===== config.mk =====
export PLATFORM = sky130hd
export DESIGN_NAME = parity_word_packer
export DESIGN_NICKNAME = d
export VERILOG_FILES = /design/src/rtl/parity_word_packer.sv
export SDC_FILE = /design/constraint.sdc
export NUM_CORES = 1
export LEC_CHECK = 0
export BUFFER_PORTS_ARGS = -buffer_cell sky130_fd_sc_hd__buf_2
export CORE_MARGIN = 1
export CORE_UTILIZATION = 55
export CTS_CLUSTER_SIZE = 20
export DETAILED_ROUTE_END_ITERATION = 8
export GPL_TIMING_DRIVEN = 0
export PLACE_DENSITY = 0.78
export SETUP_SLACK_MARGIN = 0.2
export SLEW_MARGIN = 20
export SYNTH_ARGS = -nofsm -noshare
export SYNTH_HDL_FRONTEND = slang
export SYNTH_SLANG_ARGS = --single-unit

===== constraint.sdc =====
create_clock -name clk -period 2.95 [get_ports clk]
set_input_delay 0.4425 -clock clk [delete_from_list [all_inputs] [get_ports clk]]
set_output_delay 0.4425 -clock clk [all_outputs]
set_load 0.05 [all_outputs]

===== src/rtl/parity_word_packer.sv =====
`default_nettype none
// ============================================================================
// Module      : parity_word_packer
// Description : Collects the 1-bit result of the upstream 4-input odd-parity
//               block, one bit per accepted cycle, and packs the bits
//               LSB-first into WORD_W-bit words. Each word is presented on a
//               single-entry valid/ready output register. A flush request
//               emits a partial word; if the output slot is busy the flush
//               is remembered and executed on the first free cycle.
//               Optional feature macro: PARITY_ERRCNT_EN adds a saturating
//               16-bit count of accepted 1-bits on err_count.
// Revision    : 1.0 - initial release
// ============================================================================
module parity_word_packer #(
  parameter  int WORD_W = 8,                  // bits per word, 2..32
  localparam int CW     = $clog2(WORD_W + 1)  // width of out_count
) (
  input  logic              clk,
  input  logic              areset,
  input  logic              in_valid,
  input  logic              in_bit,
  output logic              in_ready,
  input  logic              flush,
  output logic              out_valid,
  input  logic              out_ready,
  output logic [WORD_W-1:0] out_word,
  output logic [CW-1:0]     out_count
`ifdef PARITY_ERRCNT_EN
  ,
  output logic [15:0]       err_count
`endif
);

  // Bit count at which the accumulator holds a complete word.
  localparam logic [CW-1:0] c_full = CW'(WORD_W);

  // Accumulator state
  logic [WORD_W-1:0] r_acc;
  logic [CW-1:0]     r_cnt;
  logic              r_flush_pend;

  // Output register state
  logic              r_out_valid;
  logic [WORD_W-1:0] r_out_word;
  logic [CW-1:0]     r_out_count;

  // Combinational helpers
  logic              w_in_ready;
  logic              w_fire_in;
  logic              w_slot_free;
  logic              w_want_flush;
  logic              w_transfer;
  logic [WORD_W-1:0] w_nxt_acc;
  logic [CW-1:0]     w_nxt_cnt;
  logic [WORD_W-1:0] w_mask;
  logic              w_nxt_nonempty;

  // Handshake terms. A full accumulator can only exist while the output slot
  // is blocked, so in_ready simply reflects whether there is room left.
  assign w_in_ready     = (r_cnt < c_full);
  assign w_fire_in      = in_valid & w_in_ready;
  assign w_slot_free    = ~r_out_valid | out_ready;
  assign w_want_flush   = flush | r_flush_pend;
  assign w_nxt_cnt      = r_cnt + {{(CW-1){1'b0}}, w_fire_in};
  assign w_nxt_nonempty = (w_nxt_cnt != '0);
  assign w_transfer     = w_slot_free &
                          ((w_nxt_cnt == c_full) | (w_want_flush & w_nxt_nonempty));

  // Insert the accepted bit at position r_cnt and build the valid-bit mask.
  // The compare-per-bit form avoids indexing with the wider count register.
  always_comb begin
    w_nxt_acc = r_acc;
    w_mask    = '0;
    for (int i = 0; i < WORD_W; i++) begin
      if (w_fire_in && (r_cnt == CW'(i))) begin
        w_nxt_acc[i] = in_bit;
      end
      w_mask[i] = (CW'(i) < w_nxt_cnt);
    end
  end

  // Accumulator, bit count and sticky flush request.
  always_ff @(posedge clk or posedge areset) begin
    if (areset) begin
      r_acc        <= '0;
      r_cnt        <= '0;
      r_flush_pend <= 1'b0;
    end else if (w_transfer) begin
      r_acc        <= '0;
      r_cnt        <= '0;
      r_flush_pend <= 1'b0;
    end else begin
      r_acc        <= w_nxt_acc;
      r_cnt        <= w_nxt_cnt;
      // A flush against an empty accumulator is dropped rather than kept.
      r_flush_pend <= w_want_flush & w_nxt_nonempty;
    end
  end

  // Single-entry output register; word and count only change on a transfer,
  // which keeps them stable while the consumer applies backpressure.
  always_ff @(posedge clk or posedge areset) begin
    if (areset) begin
      r_out_valid <= 1'b0;
      r_out_word  <= '0;
      r_out_count <= '0;
    end else if (w_transfer) begin
      r_out_valid <= 1'b1;
      // Bits above the count are cleared so partial words are zero-padded.
      r_out_word  <= w_nxt_acc & w_mask;
      r_out_count <= w_nxt_cnt;
    end else if (out_ready) begin
      r_out_valid <= 1'b0;
    end
  end

  assign in_ready  = w_in_ready;
  assign out_valid = r_out_valid;
  assign out_word  = r_out_word;
  assign out_count = r_out_count;

`ifdef PARITY_ERRCNT_EN
  logic [15:0] r_err_cnt;

  // Saturating count of accepted 1-bits (odd-parity / error indications).
  always_ff @(posedge clk or posedge areset) begin
    if (areset) begin
      r_err_cnt <= '0;
    end else if (w_fire_in && in_bit && (r_err_cnt != 16'hFFFF)) begin
      r_err_cnt <= r_err_cnt + 16'd1;
    end
  end

  assign err_count = r_err_cnt;
`endif

endmodule
`default_nettype wire


==> Implementation_results.wiki, run 1 <==
{| class="wikitable"
! Metric !! Value
|-
| Overall Global Routing Usage || 0.215
|-
| Diode count || 0
|-
| Io pins || 20
|-
| Sum of overflow across all layers after global routing || 0
|-
| Cell with the largest stage delay on the worst path || sky130_fd_sc_hd__dfrtp_1
|-
| Number of design-rule violations left by the first detailed-router iteration || 7
|-
| Yosys top cell by area || sky130_fd_sc_hd__dfrtp_1
|-
| Category of the most critical setup path || flop to flop
|-
| Syn Area/Cell || 11.4 sq um
|-
| Async set-reset flop share out of synthesis || 1.00
|-
| Avg Vias per Cell || 5.72
|-
| Dpl hpwl || 1.72 mm
|-
| Gpl congestion || 0.826
|-
| Worst hold-check path type || primary input to async pin
|-
| Drc violations || 0
|-
| Reg-to-reg slack, setup || 0.34 ns
|-
| Post-DRT Antenna Nets || 0
|-
| Vias after detailed routing || 944
|-
| Status || finished, final reports clean
|-
| Number of warning messages in the yosys log || 0
|-
| Final Hold Fails || 0
|-
| Final net count || 146
|-
| Sw Share || 0.442
|-
| Worst flop-to-flop path startpoint || r_cnt[3]
|-
| Count of standard-cell rows || 17
|-
| Die Area || 0.00258 sq mm
|-
| Highest clock rate || 0.383 GHz
|-
| Hold-fix buffers at CTS || 0
|-
| First-pass detailed-route iteration total || 4
|-
| Longest individual stage delay on the worst path || 0.45 ns
|-
| Sequential power share || 0.336
|-
| Count of final max-slew check failures || 0
|-
| Net load switching power || 0.000630 W
|-
| Setup_tns || 0 ns
|-
| Share of the yosys chip area belonging to registers || 0.498
|-
| Cell leakage power || 0.694 nW
|-
| Worst path top cell family by delay || adder cells
|-
| Ratio of final minimum period to clock period || 0.886
|-
| Worst-Margin Slew || 0.897 ns
|-
| Rel. slew slack || 0.398
|-
| Post-Synthesis Net Count || 123
|-
| Synth top area cells || sky130_fd_sc_hd__dfrtp_1, sky130_fd_sc_hd__mux2_4, sky130_fd_sc_hd__mux2_2, sky130_fd_sc_hd__a21oi_1, sky130_fd_sc_hd__o21ai_0
|-
| Worst r2r dst || out_word[5]
|-
| Pwr per Cell Area || 971 mW/mm^2
|-
| Kind of launch point of the worst setup path || flop
|-
| Height of the die || 50.8 um
|-
| Max VDD drop || 0.795 mV
|-
| Setup Viol. Count Final || 0
|-
| Synth Cell Area || 0.00131 sq mm
|-
| Commonest cells after routing, fill and taps aside || sky130_fd_sc_hd__dfrtp_1, sky130_fd_sc_hd__buf_2, sky130_fd_sc_hd__o21ai_0, sky130_fd_sc_hd__a21oi_1
|-
| Width of the chip || 50.8 um
|-
| RSZ-0062 raised after global routing || no
|-
| Worst clock skew || 0.00280 ns
|-
| Standard cell core area || 0.00223 sq mm
|-
| Number of buffer and inverter stages on the critical path || 1
|-
| Area share of the largest cell type after synthesis || 0.498
|-
| Number of antenna violations at the first check in global routing || 0
|-
| Max FO, Critical Path || 10
|-
| Cell seen most often among critical-path stages || sky130_fd_sc_hd__ha_1
|-
| Combinational Power Share || 0.538
|-
| Unique cell type count in the Yosys netlist || 32
|-
| Maximum number of pins on one net before global-route repair || 27
|-
| Effective utilization at floorplan || 0.585
|-
| Clock buffer count from CTS || 3
|-
| H-tree depth || 1
|-
| TritonCTS clock tree || yes
|-
| Total of flip-flops plus latches after synthesis || 26
|-
| Crit path time final || 2.61 ns
|-
| Crit end category || flop
|-
| Most used flip-flop cell after synthesis || sky130_fd_sc_hd__dfrtp_1
|-
| Depth of the most critical reg-to-reg path || 8
|-
| Clock Power Share || 0.126
|-
| Cts repair resizes || 0
|-
| Series of cell instances along the critical path || nor2b_1 -> ha_1 -> ha_1 -> nor2_1 -> a21boi_2 -> a311oi_4 -> buf_6 -> mux2_4
|-
| Internal power contribution || 0.000796 W
|-
| Number of cells produced by synthesis || 115
|-
| Data required time at the worst endpoint || 3.17 ns
|-
| Clock transition time at the flip-flop clock pins of the worst setup and hold paths || 0.14 ns
|-
| Total routed wirelength || 2.40 mm
|-
| Number of maximum-capacitance constraint violations || 0
|-
| Worst-case clock buffer depth || 2
|-
| Most common cell after layout, fill and taps aside || sky130_fd_sc_hd__dfrtp_1
|-
| Arrival time at the worst endpoint || 2.84 ns
|-
| WL per Instance || 14.5 um
|-
| Clock latency on the worst-skew pair || 0.32 ns
|-
| TritonCTS Sinks || 26
|-
| Proportion of layout cells with a drive suffix above 1 || 0.299
|-
| Post-synth EDFFs || 0
|-
| Clock tree root buffer cell || sky130_fd_sc_hd__clkbuf_4
|-
| Wire length of the first global-routing pass || 4.04 mm
|-
| Syn-to-layout area delta || 12.3%
|-
| Fraction of the core area covered by cells at the end of the flow || 0.658
|-
| Buffers inserted during post-CTS setup optimization || 0
|-
| Buffers on Ports || 18
|-
| Vias in the first global route || 910
|}
==> synth_stat cells, types with 2 or more instances <==
library cell / n
sky130_fd_sc_hd__dfrtp_1: 26
sky130_fd_sc_hd__a21oi_1: 8
sky130_fd_sc_hd__o21ai_0: 8
sky130_fd_sc_hd__nand3_1: 7
sky130_fd_sc_hd__nor2_1: 7
sky130_fd_sc_hd__inv_1: 5
sky130_fd_sc_hd__mux2_2: 5
sky130_fd_sc_hd__mux2_4: 5
sky130_fd_sc_hd__nor2b_1: 5
sky130_fd_sc_hd__a22oi_1: 4
sky130_fd_sc_hd__nand2_1: 4
sky130_fd_sc_hd__buf_6: 3
sky130_fd_sc_hd__mux2i_1: 3
sky130_fd_sc_hd__nand2b_1: 3
sky130_fd_sc_hd__a32oi_1: 2
sky130_fd_sc_hd__buf_2: 2
sky130_fd_sc_hd__ha_1: 2
sky130_fd_sc_hd__nand4_1: 2
==> worst max-delay path by stage <==
stage               slack (ns)  depth (start not counted)  startpoint           to
global placement          0.13                          9    in_valid  out_word[4]
detailed placement        0.08                          9    in_valid  out_word[3]
floorplan                 0.47                          8    in_valid  out_word[3]
global route              0.21                          8    r_cnt[3]  out_word[5]
CTS                       0.28                          8    r_cnt[3]  out_word[3]
finish                    0.34                          8    r_cnt[3]  out_word[5]
==> layer usage <==
| metal | GRT usage | vias up | share of wire |
|---|---|---|---|
| met2 | 0.353 | 26 | 0.48 |
| met1 | 0.281 | 462 | 0.47 |
| met5 | 0 | - | 0 |
| met4 | 0.0833 | 0 | 0.016 |
| li1 | - | 451 | - |
| met3 | 0.0364 | 5 | 0.036 |
==> power by group through the flow <==
stage	Sequential [W]	Combinational [W]	Clock [W]
global route	0.000487	0.000822	0.000197
CTS	0.000479	0.000772	0.000185
detailed placement	0.000486	0.000769	0
floorplan	0.000616	0.000487	0
finish	0.000479	0.000767	0.000180
global placement	0.000480	0.000756	0
==> sequential cells by signal, summed over array words and instances, names as in the netlist <==
signal and count:
out_count 4, out_valid 1, out_word 8, r_acc 8, r_cnt 4, r_flush_pend 1
==> logic make-up after synthesis <==
logic type               count (synthesis)  synth area share
multiplexers                            13             0.123
flip-flops                              26             0.498
XOR/XNOR                                 3            0.0345
adder cells (fa/ha/maj)                  2            0.0191
buffers and inverters                   12            0.0536
AND/OR/NAND/NOR                         34             0.140
AO/OA/AOI/OAI                           25             0.132
==> metrics by stage <==
stage	instances	hold WS, ns	worst slack, ns	total power, W	cell area, sq um
CTS	165	0.348	0.278	0.00144	1470
floorplan	115	0.483	0.467	0.00110	1310
global placement	161	0.484	0.130	0.00124	1430
detailed placement	161	0.496	0.0765	0.00126	1430
finish	165	0.171	0.336	0.00143	1470
global route	165	0.242	0.214	0.00151	1470
==> cell type report <==
cell class | count | area, sq um
multi-input cells | 77 | 587
clock buffers | 4 | 36.3
plain buffers | 7 | 51.3
fillers | 193 | 764
inverters | 5 | 18.8
flip-flops and latches | 26 | 651
well taps | 28 | 35.0
repair buffers | 18 | 90.1
No activity file was read; power rests on OpenSTA's default activity.
==> run 2, diff against run 1 <==
--- a/config.mk
+++ b/config.mk
@@ -7,11 +7,11 @@
 export LEC_CHECK = 0
 export BUFFER_PORTS_ARGS = -buffer_cell sky130_fd_sc_hd__buf_2
 export CORE_MARGIN = 1
-export CORE_UTILIZATION = 55
+export CORE_UTILIZATION = 59
 export CTS_CLUSTER_SIZE = 20
 export DETAILED_ROUTE_END_ITERATION = 8
 export GPL_TIMING_DRIVEN = 0
-export PLACE_DENSITY = 0.78
+export PLACE_DENSITY = 0.82
 export SETUP_SLACK_MARGIN = 0.2
 export SLEW_MARGIN = 20
 export SYNTH_ARGS = -nofsm -noshare
==> constraint.sdc (replaced) <==
create_clock -name clk -period 3.1 [get_ports clk]
set_input_delay 0.465 -clock clk [delete_from_list [all_inputs] [get_ports clk]]
set_output_delay 0.465 -clock clk [all_outputs]
set_load 0.05 [all_outputs]
==> run 2 against run 1 <==
Effect of this change:
- utilization increased by 7.6 points
- clock-buffer cell count decreased by 1
- sequential cell count unchanged
- die area is 6.5% lower
- clock power increased by 32%
- highest routed layer unchanged
==> Implementation_results.wiki, run 2 (synthesis gave the netlist of run 1 again) <==
{| class="wikitable"
! Metric !! Value
|-
| Status || finished, final reports clean
|-
| WL per Instance || 17.0 um (+17%)
|-
| Total power || 0.00144 W (+0.94%)
|-
| # fillers || 142 (-26%)
|-
| Vias after detailed routing || 1,007 (+6.7%)
|-
| Max FO, Critical Path || 10 (unchanged)
|-
| Worst clock skew || 0.00975 ns (+0.00695 ns)
|-
| Width of the chip || 49.1 um (-3.3%)
|-
| Net load switching power || 0.000623 W (-1.2%)
|-
| Series of cell instances along the critical path || nor2b_1 -> ha_1 -> ha_1 -> nor2_1 -> a21boi_2 -> a311oi_4 -> buf_6 -> mux2_4
|-
| Clock tree root buffer cell || sky130_fd_sc_hd__clkbuf_4
|-
| RSZ-0062 raised after global routing || no
|-
| Ratio of final minimum period to clock period || 0.860 (-0.0262)
|-
| Io pins || 20 (unchanged)
|-
| Wire length of the first global-routing pass || 4.76 mm (+18%)
|-
| Number of antenna violations at the first check in global routing || 0 (unchanged)
|-
| Worst-Margin Slew || 0.921 ns (+0.0237 ns)
|-
| Worst r2r dst || out_word[7]
|-
| Highest clock rate || 0.375 GHz (-1.9%)
|-
| Number of cells on the critical path || 8 (unchanged)
|-
| Buffers inserted during post-CTS setup optimization || 0 (unchanged)
|-
| Gpl congestion || 0.832 (+0.69%)
|-
| First-pass detailed-route iteration total || 4 (unchanged)
|-
| Sequential power share || 0.317 (-0.019)
|-
| Standard cell core area || 0.00202 sq mm (-9.5%)
|-
| Count of final max-slew check failures || 0 (unchanged)
|-
| Cts repair resizes || 0 (unchanged)
|-
| Worst-case clock buffer depth || 2 (unchanged)
|-
| Fraction of the core area covered by cells at the end of the flow || 0.734 (+0.0762)
|-
| TritonCTS clock tree || yes
|-
| Category of the most critical setup path || flop to flop
|-
| Final net count || 146 (unchanged)
|-
| Combinational Power Share || 0.518 (-0.020)
|-
| Post-DRT Antenna Nets || 0 (unchanged)
|-
| Sum of overflow across all layers after global routing || 0 (unchanged)
|-
| Most common cell after layout, fill and taps aside || sky130_fd_sc_hd__dfrtp_1
|-
| Clock latency on the worst-skew pair || 0.33 ns (about the same)
|-
| Height of the die || 49.1 um (-3.3%)
|-
| Crit end category || flop
|-
| Count of standard-cell rows || 16 (-1)
|-
| Internal power contribution || 0.000817 W (+2.7%)
|-
| Number of buffer and inverter stages on the critical path || 1 (unchanged)
|-
| Depth of the most critical reg-to-reg path || 8 (unchanged)
|-
| Dpl hpwl || 1.93 mm (+12%)
|-
| Worst path top cell family by delay || adder cells
|-
| Hold-fix buffers at CTS || 0 (unchanged)
|-
| Kind of launch point of the worst setup path || flop
|-
| Buffers on Ports || 18 (unchanged)
|-
| Worst flop-to-flop path startpoint || r_cnt[3]
|-
| Vias in the first global route || 1,021 (+12%)
|-
| Longest individual stage delay on the worst path || 0.47 ns (+0.02 ns)
|-
| Effective utilization at floorplan || 0.647 (+0.0612)
|-
| Number of design-rule violations left by the first detailed-router iteration || 55 (+48)
|-
| Cell seen most often among critical-path stages || sky130_fd_sc_hd__ha_1
|-
| Arrival time at the worst endpoint || 2.89 ns (+0.05 ns)
|-
| Final Hold Fails || 0 (unchanged)
|-
| Area taken by flip-flops and latches || 651 sq um (unchanged)
|-
| Max VDD drop || 0.616 mV (-22%)
|-
| Data required time at the worst endpoint || 3.33 ns (+0.16 ns)
|-
| Total routed wirelength || 2.79 mm (+17%)
|-
| Cell with the largest stage delay on the worst path || sky130_fd_sc_hd__dfrtp_1
|-
| Die Area || 0.00241 sq mm (-6.5%)
|-
| Syn-to-layout area delta || 13.5%
|-
| Sw Share || 0.433 (-0.00952)
|-
| Avg Vias per Cell || 6.14 (+7.3%)
|-
| Worst hold-check path type || primary input to async pin
|-
| Overall Global Routing Usage || 0.263 (+0.0480)
|-
| TritonCTS Sinks || 26 (unchanged)
|-
| Clock Power Share || 0.165 (+0.039)
|-
| Rel. slew slack || 0.382 (-0.0159)
|-
| Pwr per Cell Area || 970 mW/mm^2 (about the same)
|-
| Number of maximum-capacitance constraint violations || 0 (unchanged)
|-
| Maximum number of pins on one net before global-route repair || 27 (unchanged)
|-
| Diode count || 0 (unchanged)
|-
| Commonest cells after routing, fill and taps aside || sky130_fd_sc_hd__dfrtp_1, sky130_fd_sc_hd__buf_2, sky130_fd_sc_hd__o21ai_0, sky130_fd_sc_hd__a21oi_1
|-
| Setup_tns || 0 ns (unchanged)
|-
| Crit path time final || 2.67 ns (+0.0516 ns)
|-
| Count of placed standard cells including taps || 160 (-0.62%)
|-
| Setup Viol. Count Final || 0 (unchanged)
|-
| Cell leakage power || 0.701 nW (+1.0%)
|-
| Proportion of layout cells with a drive suffix above 1 || 0.299 (unchanged)
|-
| Clock buffer count from CTS || 3 (unchanged)
|-
| Final cell count without fillers || 164 (-0.61%)
|-
| Area occupied by multi-input gates || 587 sq um (unchanged)
|-
| Drc violations || 0 (unchanged)
|-
| Clock transition time at the flip-flop clock pins of the worst setup and hold paths || 0.15 ns (about the same)
|-
| Reg-to-reg slack, setup || 0.43 ns (+0.10 ns)
|-
| H-tree depth || 1 (unchanged)
|}
[run 2: how the worst max path moves through the flow]
stage	startpoint	slack, ns	endpoint
5_1_grt	r_cnt[3]	0.32	out_word[7]
4_1_cts	r_cnt[3]	0.44	out_word[7]
2_1_floorplan	in_valid	0.59	out_word[3]
3_3_place_gp	in_valid	0.31	out_word[6]
3_5_place_dp	in_valid	0.25	out_word[7]
6_report	r_cnt[3]	0.43	out_word[7]
[run 2: cell type report]
class | instances | share of cell area
Buffer | 7 | 0.0346
Clock buffer | 3 | 0.0152
Clock inverter | 1 | 0.0202
Inverter | 5 | 0.0126
Multi-Input combinational cell | 77 | 0.395
Sequential cell | 26 | 0.438
Tap cell | 27 | 0.0228
Timing Repair Buffer | 18 | 0.0607
[run 2: through the flow]
stage	worst slack [ns]	area [sq um]	hold WS, ns
5_1_grt	0.322	1480	0.238
4_1_cts	0.442	1480	0.350
2_1_floorplan	0.595	1310	0.484
3_5_place_dp	0.253	1430	0.491
3_3_place_gp	0.309	1430	0.487
6_report	0.434	1480	0.186
[run 2: per-layer routing]
layer | global-route usage | part of all wire | wire length (um)
met1 | 0.344 | 0.40 | 1120
met2 | 0.450 | 0.51 | 1430
met3 | 0.0405 | 0.065 | 181
met4 | 0.0735 | 0.023 | 65
met5 | 0 | 0 | 0
[run 2: power by group through the flow]
stage	sequential, W	combinational [W]	clock, W
floorplan	0.000587	0.000464	0
global placement	0.000456	0.000715	0
detailed placement	0.000462	0.000737	0
CTS	0.000455	0.000746	0.000237
global route	0.000465	0.000799	0.000251
finish	0.000456	0.000746	0.000238
